===== src/rtl/rr_four_source_sched_pkg.sv =====
// Shared constants and the round-robin pick helper for the four-source scheduler.
package rr_four_source_sched_pkg;

    localparam int NUM_SRC = 4;
    localparam int SEL_W   = 2;

    localparam logic [0:0] ST_IDLE = 1'b0;
    localparam logic [0:0] ST_HOLD = 1'b1;

    // First requester at or after ptr, wrapping modulo NUM_SRC; returns ptr when nothing is requested.
    function automatic logic [SEL_W-1:0] rr_pick(input logic [NUM_SRC-1:0] req,
                                                 input logic [SEL_W-1:0]   ptr);
        logic [SEL_W-1:0] idx;
        rr_pick = ptr;
        for (int i = NUM_SRC - 1; i >= 0; i--) begin
            idx = ptr + SEL_W'(i);
            if (req[idx]) rr_pick = idx;
        end
    endfunction

endpackage


===== src/rtl/four_one_mux.sv =====
// Plain 4:1 data mux; the scheduler drives its select with the combinational winner.
module four_one_mux #(
    parameter int WIDTH = 4
) (
    input  logic [1:0]       s,
    input  logic [WIDTH-1:0] a,
    input  logic [WIDTH-1:0] b,
    input  logic [WIDTH-1:0] c,
    input  logic [WIDTH-1:0] d,
    output logic [WIDTH-1:0] dout
);

    always_comb begin
        case (s)
            2'd0:    dout = a;
            2'd1:    dout = b;
            2'd2:    dout = c;
            default: dout = d;
        endcase
    end

endmodule


===== src/rtl/rr_four_source_sched.sv =====
// Round-robin scheduler for four sources: captures the winning word into a
// one-deep holding register and offers it downstream over valid/ready.
module rr_four_source_sched
    import rr_four_source_sched_pkg::*;
#(
    parameter int WIDTH = 4
) (
    input  logic               clk,
    input  logic               rst_n,
    input  logic [NUM_SRC-1:0] req,
    input  logic [WIDTH-1:0]   a,
    input  logic [WIDTH-1:0]   b,
    input  logic [WIDTH-1:0]   c,
    input  logic [WIDTH-1:0]   d,
    input  logic               out_ready,
    output logic               out_valid,
    output logic [WIDTH-1:0]   out_data,
    output logic [SEL_W-1:0]   sel,
    output logic [NUM_SRC-1:0] ack
);

    logic [0:0]         state_q, state_d;
    logic [SEL_W-1:0]   ptr_q,   ptr_d;
    logic [SEL_W-1:0]   sel_q,   sel_d;
    logic [WIDTH-1:0]   data_q,  data_d;
    logic [NUM_SRC-1:0] ack_q,   ack_d;

    logic               handshake;
    logic               opportunity;
    logic [SEL_W-1:0]   ptr_eff;
    logic [SEL_W-1:0]   winner;
    logic [WIDTH-1:0]   mux_dout;

    assign handshake   = (state_q == ST_HOLD) && out_ready;
    assign opportunity = (state_q == ST_IDLE) || out_ready;

    // A completing transfer moves priority past the source just served, and the
    // same-edge re-arbitration must already see that rotated pointer.
    assign ptr_eff = handshake ? (sel_q + SEL_W'(1)) : ptr_q;
    assign winner  = rr_pick(req, ptr_eff);

    four_one_mux #(.WIDTH(WIDTH)) u_mux (
        .s    (winner),
        .a    (a),
        .b    (b),
        .c    (c),
        .d    (d),
        .dout (mux_dout)
    );

    always_comb begin
        // NOTE: every signal gets a default first so no path leaves it unassigned and infers a latch.
        state_d = state_q;
        ptr_d   = ptr_q;
        sel_d   = sel_q;
        data_d  = data_q;
        ack_d   = '0;
        if (opportunity) begin
            ptr_d = ptr_eff;
            if (|req) begin
                state_d = ST_HOLD;
                sel_d   = winner;
                data_d  = mux_dout;
                ack_d   = NUM_SRC'(1) << winner;
            end else begin
                state_d = ST_IDLE;
            end
        end
    end

    always_ff @(posedge clk) begin
        // NOTE: non-blocking assignments so every flop samples pre-edge values regardless of statement order.
        if (!rst_n) begin
            state_q <= ST_IDLE;
            ptr_q   <= '0;
            sel_q   <= '0;
            data_q  <= '0;
            ack_q   <= '0;
        end else begin
            state_q <= state_d;
            ptr_q   <= ptr_d;
            sel_q   <= sel_d;
            data_q  <= data_d;
            ack_q   <= ack_d;
        end
    end

    assign out_valid = (state_q == ST_HOLD);
    assign out_data  = data_q;
    assign sel       = sel_q;
    assign ack       = ack_q;

endmodule


===== config.mk =====
export PLATFORM = sky130hd
export DESIGN_NAME = rr_four_source_sched
export DESIGN_NICKNAME = d
export VERILOG_FILES = /design/src/rtl/rr_four_source_sched_pkg.sv /design/src/rtl/four_one_mux.sv /design/src/rtl/rr_four_source_sched.sv
export SDC_FILE = /design/constraint.sdc
export NUM_CORES = 1
export LEC_CHECK = 0
export CORE_MARGIN = 4
export CORE_UTILIZATION = 39
export CTS_BUF_LIST = sky130_fd_sc_hd__clkbuf_2
export DETAILED_ROUTE_END_ITERATION = 8
export GPL_ROUTABILITY_DRIVEN = 0
export PLACE_DENSITY = 0.77
export SYNTH_ARGS = -nofsm -noshare
export SYNTH_HDL_FRONTEND = slang
export SYNTH_SLANG_ARGS = --single-unit
export TNS_END_PERCENT = 5

===== constraint.sdc =====
create_clock -name clk -period 2 [get_ports clk]
set_clock_uncertainty 0.15 [all_clocks]
set_input_delay 0.4 -clock clk [delete_from_list [all_inputs] [get_ports clk]]
set_output_delay 0.4 -clock clk [all_outputs]
set_load 0.05 [all_outputs]

==> reports/metrics.csv, run 1 <==
metric,value,unit
final_antenna_net_count,0,
num_rows,16,
leakagePower,0.617,nW
cp-end-kind,register,
worstHoldStart,out_data[0]$_SDFFE_PN0P_,
firstDrtPassIters,4,
worst_slew_pin_slew,0.333,ns
clk_latency,0.29,ns
slew_viol_final,0,
grt_pass1_wl,4420,um
drt-initial-drc-count,17,
design_area,1410,um2
start_kind,input pin,
nNetsFinal,168,
fillCellCount,178,
grt.total_usage,21.9,%
synthCells,88,
die_height,53.6,um
vias_per_cell,5.26,
final_cell_mix,"31 x buf_4, 18 x clkdlybuf4s50_1, 10 x dfxtp_1, 8 x nand2_1",
grt_overflow,0,
violations,setup timing,
grt_setup_unrepaired,yes,
core,1960,um2
ys_seq_area_share,32.0,%
syn_avg_cell_area,9.23,um2
holdPathStages,2,
hp-class,reg -> reg,
dp_hpwl,1900,um
die_area,2880,um2
pwr_density_cell,649,nW/um2
fin_tns_setup,-0.205,ns
fmax,480,MHz
ctsLongestPathBuffers,2,
crit_path_cell_trace,clkdlybuf4s50_1 > buf_4 > nand3_1 > a31oi_2 > a221oi_4 > buf_12 > mux2i_2 > o2111ai_2,
root_buffer,clkbuf_2,
arrival,2.09,ns
multi_input_area,573,um2
regArea,269,um2
clock_sinks,13,
vdd_drop_max,480,uV
async_reset_ff_share,0,%
cts_buffers,3,
placed_area,1280,um2
ys_types,34,
fin_crit_sh,104,%
hold_buffers,0,
clk_pin_slew,0.13,ns
r2r-start,out_valid$_SDFFE_PN0N_,
critPathMaxStageDelay,0.45,ns
antenna_cells,0,
r2r_slack,-0.07,ns
timing.final.hold_violations,0,
grt_max_degree,11,
die_w,53.6,um
cts_max_level,1,
syn_to_final_growth,73.7,%
cts_tree,built,
crit_slowest_cell,clkdlybuf4s50_1,
max_cap_violations,0,
setup_viol,6,
wirelength,2780,um
io_pins,34,
period_minus_slack,2.08,ns
yosys_warnings,0,
r2r_end,out_data[1]$_SDFFE_PN0P_,
crit_required,2.00,ns
synth_edf_count,0,
first_global_vias,1007,
status,finished with violations,
antenna_found_initial,0,
relSlewSlack,77.6,%
wl_per_cell,16.2,um
drive_gt1_share,41.7,%
numPortBuffers,33,
ys_ff_latch,13,
final_common_cell,buf_4,
critPathKind,in -> reg,
ys.flop_type,dfxtp_1,
setup_slack,-0.0831,ns
min_to,out_data[0]$_SDFFE_PN0P_,
worst-path-max-fanout,8,
synth_area,812,um2
reg2reg_depth,8,
initial_core_util,41.4,%
route.detailed.drc,0,
syn_nets,111,
via_count,899,
## critical path: cells and delay by family
family / cells / cell delay, ns
buffers and inverters: 3 / 0.78
AOI/OAI and AO/OA: 3 / 0.53
muxes: 1 / 0.24
and+or+nand+nor: 1 / 0.12
## stage by stage
stage	std cells	utilization, %	hold slack, ns	worst slack [ns]	power [mW]
after global routing	171	71.9	0.381	-0.130	0.962
after CTS	171	71.1	0.349	0.00238	0.907
after floorplan	88	-	0.372	-0.101	0.550
final	171	71.9	0.346	-0.0831	0.915
after global placement	164	65.5	0.304	-0.525	0.705
after detailed placement	164	65.5	0.308	-0.636	0.715
## kinds of logic after synthesis
family / Yosys count / share of synthesized area, %
multiplexers: 6 / 7.40
XOR/XNOR: 2 / 2.16
AO/OA/AOI/OAI: 22 / 26.5
flip-flops: 13 / 32.0
AND/OR/NAND/NOR: 37 / 26.2
buffers and inverters: 8 / 5.70
## report_power, final
part | internal (mW) | leakage, nW | switching, mW | total [mW]
logic | 0.220 | 0.492 | 0.244 | 0.464
clock network | 0.0452 | 0.0164 | 0.0960 | 0.141
registers | 0.289 | 0.109 | 0.0212 | 0.310
total | 0.554 | 0.617 | 0.361 | 0.915
## how the worst max path moves through the flow
stage / from / end / slack [ns] / cells past startpoint
after floorplan: sel[0]$_SDFFE_PN0P_ / out_data[3]$_SDFFE_PN0P_ / -0.10 / 8
after global placement: out_ready / out_data[3]$_SDFFE_PN0P_ / -0.52 / 8
after detailed placement: out_ready / out_data[1]$_SDFFE_PN0P_ / -0.64 / 8
after CTS: req[2] / out_data[1]$_SDFFE_PN0P_ / 0.002 / 7
after global routing: out_valid$_SDFFE_PN0N_ / out_data[1]$_SDFFE_PN0P_ / -0.13 / 8
final: req[2] / out_data[1]$_SDFFE_PN0P_ / -0.08 / 8
## layer usage
layer	track usage, %	wire (um)
met3	4.43	162
met2	42.4	1480
met1	21.4	1070
met4	11.5	65
met5	0	0
## cell usage after synthesis, types with 2 or more instances
| cell type | number | area, um2 |
|---|---|---|
| nand3_1 | 6 | 30.0 |
| nand3b_1 | 4 | 30.0 |
| nand2_1 | 8 | 30.0 |
| and2_1 | 2 | 12.5 |
| a21oi_1 | 4 | 20.0 |
| nor2_1 | 3 | 11.3 |
| a31oi_1 | 2 | 12.5 |
| a211oi_1 | 2 | 15.0 |
| buf_6 | 2 | 22.5 |
| dfxtp_1 | 13 | 260 |
| o2111ai_2 | 4 | 60.1 |
| nor2b_1 | 7 | 43.8 |
| mux2i_1 | 6 | 60.1 |
| inv_1 | 5 | 18.8 |
## what timing repair did
action,4_1_cts,5_1_grt
pin swaps,1,0
cloned,1,0
setup buffers,2,0
setup endpoints to repair,10,7
gates resized for setup,15,3
## sequential cells by signal, indices dropped and copies added, names as in the netlist
signal	cells
sel	2
ack	4
out_data	4
ptr_q	2
out_valid	1
## layout make-up
class | instances | area share [%]
multi-input cells | 67 | 40.6
repair buffers | 55 | 35.1
clock buffers | 3 | 1.06
flip-flops and latches | 13 | 19.1
well taps | 27 | 2.40
clock inverters | 1 | 0.355
inverters | 5 | 1.33
(Power assumes the default switching activity.)
==> run 2: changes to the inputs <==
GPL_ROUTABILITY_DRIVEN = unset   (was 0)
==> reports/metrics.csv, run 2 (same netlist as run 1, synthesis figures left out) <==
metric,value,unit,change
status,"complete, no violations",,
clock_sinks,13,,unchanged
start_kind,input pin,,
r2r-start,sel[1]$_SDFFE_PN0P_,,
relSlewSlack,73.9,%,-3.7 points
grt.total_usage,19.2,%,-2.7 points
wirelength,2570,um,-7.6%
worst_path_dominant_cell_family,compound AO/OA/AOI/OAI gates,,
antenna_cells,0,,unchanged
first_global_vias,942,,-6.5%
timing.final.hold_violations,0,,unchanged
crit_slowest_cell,a221oi_4,,
drt-initial-drc-count,26,,+9
reg2reg_depth,7,,-1
die_area,2880,um2,unchanged
route.detailed.drc,0,,unchanged
cp-end-kind,register,,
period_minus_slack,1.98,ns,-0.102 ns
final_common_cell,buf_4,,
final_cell_mix,"32 x buf_4, 17 x clkdlybuf4s50_1, 10 x dfxtp_1, 8 x nand2_1",,
worst-path-max-fanout,7,,-1
finalPower,0.930,mW,+1.6%
hp-class,reg -> reg,,
fin_util,74.4,%,+2.6 points
final_antenna_net_count,0,,unchanged
initial_core_util,41.4,%,unchanged
cp_num_cells,8,,unchanged
grt_overflow,0,,unchanged
io_pins,34,,unchanged
via_count,890,,-1.0%
hold_buffers,0,,unchanged
cts_tree,built,,
critPathMaxStageDelay,0.36,ns,-0.09 ns
vdd_drop_max,567,uV,+18%
core,1960,um2,unchanged
r2r_end,out_data[1]$_SDFFE_PN0P_,,
vias_per_cell,5.11,,-2.7%
dp_hpwl,1910,um,+0.56%
root_buffer,clkbuf_2,,
path_buf_inv,2,,-1
ctsLongestPathBuffers,2,,unchanged
syn_to_final_growth,79.8,%,
firstDrtPassIters,4,,unchanged
pwr_density_cell,637,nW/um2,-1.9%
worstHoldStart,out_data[1]$_SDFFE_PN0P_,,
grt_max_degree,11,,unchanged
drive_gt1_share,43.5,%,+1.9 points
die_height,53.6,um,unchanged
fin_crit_sh,99.0,%,-5.1 points
crit_path_cell_trace,dlygate4sd2_1 > and2_4 > or3_4 > o311ai_4 > a221oi_4 > buf_12 > mux2i_1 > o2111ai_2,,
fillCellCount,147,,-17%
wl_per_cell,14.7,um,-9.2%
nNetsFinal,171,,+1.8%
clk_pin_slew,0.14,ns,about the same
fmax,505,MHz,+5.2%
antenna_found_initial,0,,unchanged
crit_required,2.02,ns,+0.02 ns
setup_viol,0,,-6
worst_slew_pin_slew,0.380,ns,+0.0476 ns
grt_pass1_wl,3950,um,-10%
cts_buffers,3,,unchanged
max_cap_violations,0,,unchanged
arrival,2.00,ns,-0.09 ns
leakagePower,0.655,nW,+6.1%
r2r_slack,0.05,ns,+0.12 ns
critPathKind,in -> reg,,
die_w,53.6,um,unchanged
min_to,out_data[1]$_SDFFE_PN0P_,,
holdPathStages,2,,unchanged
grt_setup_unrepaired,yes,,
regArea,269,um2,unchanged
multi_input_area,593,um2,+3.5%
routabilityCongestion,0.828,,
cts_max_level,1,,unchanged
slew_viol_final,0,,unchanged
num_rows,16,,unchanged
numPortBuffers,33,,unchanged
clk_latency,0.27,ns,-0.02 ns
## run 2: cell count changes in the layout (fill, tap and decap cells not counted), sizes merged
cell / before / now
clkdlybuf4s50: 18 / 17
dlygate4sd2: 4 / 3
clkinv: 1 / 0
dlymetal6s2s: 0 / 2
clkbuf: 3 / 5
buf: 33 / 35
## run 2: worst max-delay path by stage
stage,from,to
after floorplan,sel[0]$_SDFFE_PN0P_,out_data[3]$_SDFFE_PN0P_
after global placement,out_ready,out_data[2]$_SDFFE_PN0P_
after detailed placement,out_ready,out_data[2]$_SDFFE_PN0P_
after CTS,req[2],out_data[2]$_SDFFE_PN0P_
after global routing,ptr_q[1]$_SDFFE_PN0N_,out_data[3]$_SDFFE_PN0P_
final,out_ready,out_data[1]$_SDFFE_PN0P_
## run 2: power breakdown
| group | switching [mW] | internal, mW |
|---|---|---|
| registers | 0.0183 | 0.288 |
| logic | 0.246 | 0.232 |
| clock network | 0.0917 | 0.0530 |
| total | 0.356 | 0.574 |
## run 2: worst reg2reg max path, delay by kind of cell (launching register included)
family | cells | cell delay (ns)
AO/OA/AOI/OAI | 4 | 0.76
flip-flops | 1 | 0.36
XOR/XNOR | 1 | 0.20
buffers and inverters | 1 | 0.17
multiplexers | 1 | 0.22
## run 2: cell type report
type | instances | share of cell area [%]
Clock buffer | 4 | 1.37
Timing Repair Buffer | 58 | 36.0
Multi-Input combinational cell | 67 | 40.6
Sequential cell | 13 | 18.4
Tap cell | 27 | 2.31
Inverter | 5 | 1.29
## run 2: per-stage QoR
stage / hold slack (ns) / setup TNS [ns] / area, um2 / instances / setup WS (ns)
floorplan: 0.372 / -0.348 / 821 / 88 / -0.101
global placement: 0.302 / -4.13 / 1280 / 164 / -0.511
detailed placement: 0.315 / -4.51 / 1280 / 164 / -0.578
CTS: 0.351 / 0 / 1400 / 173 / 0.000643
global route: 0.388 / -0.177 / 1460 / 174 / -0.0633
finish: 0.357 / 0 / 1460 / 174 / 0.0194
## run 2: what timing repair did
item | in CTS | in global routing
gates cloned | 1 | 0
setup endpoints to repair | 10 | 9
setup buffers | 4 | 1
resized for setup | 12 | 11
pin swaps | 2 | 4
## run 2: layer usage
layer | vias to the layer above | share of wire [%] | track usage, %
li1 | 446 | - | -
met1 | 409 | 40 | 18.8
met2 | 31 | 53 | 37.1
met3 | 4 | 6.0 | 5.54
met4 | 0 | 0.90 | 8.09
met5 | - | 0 | 0
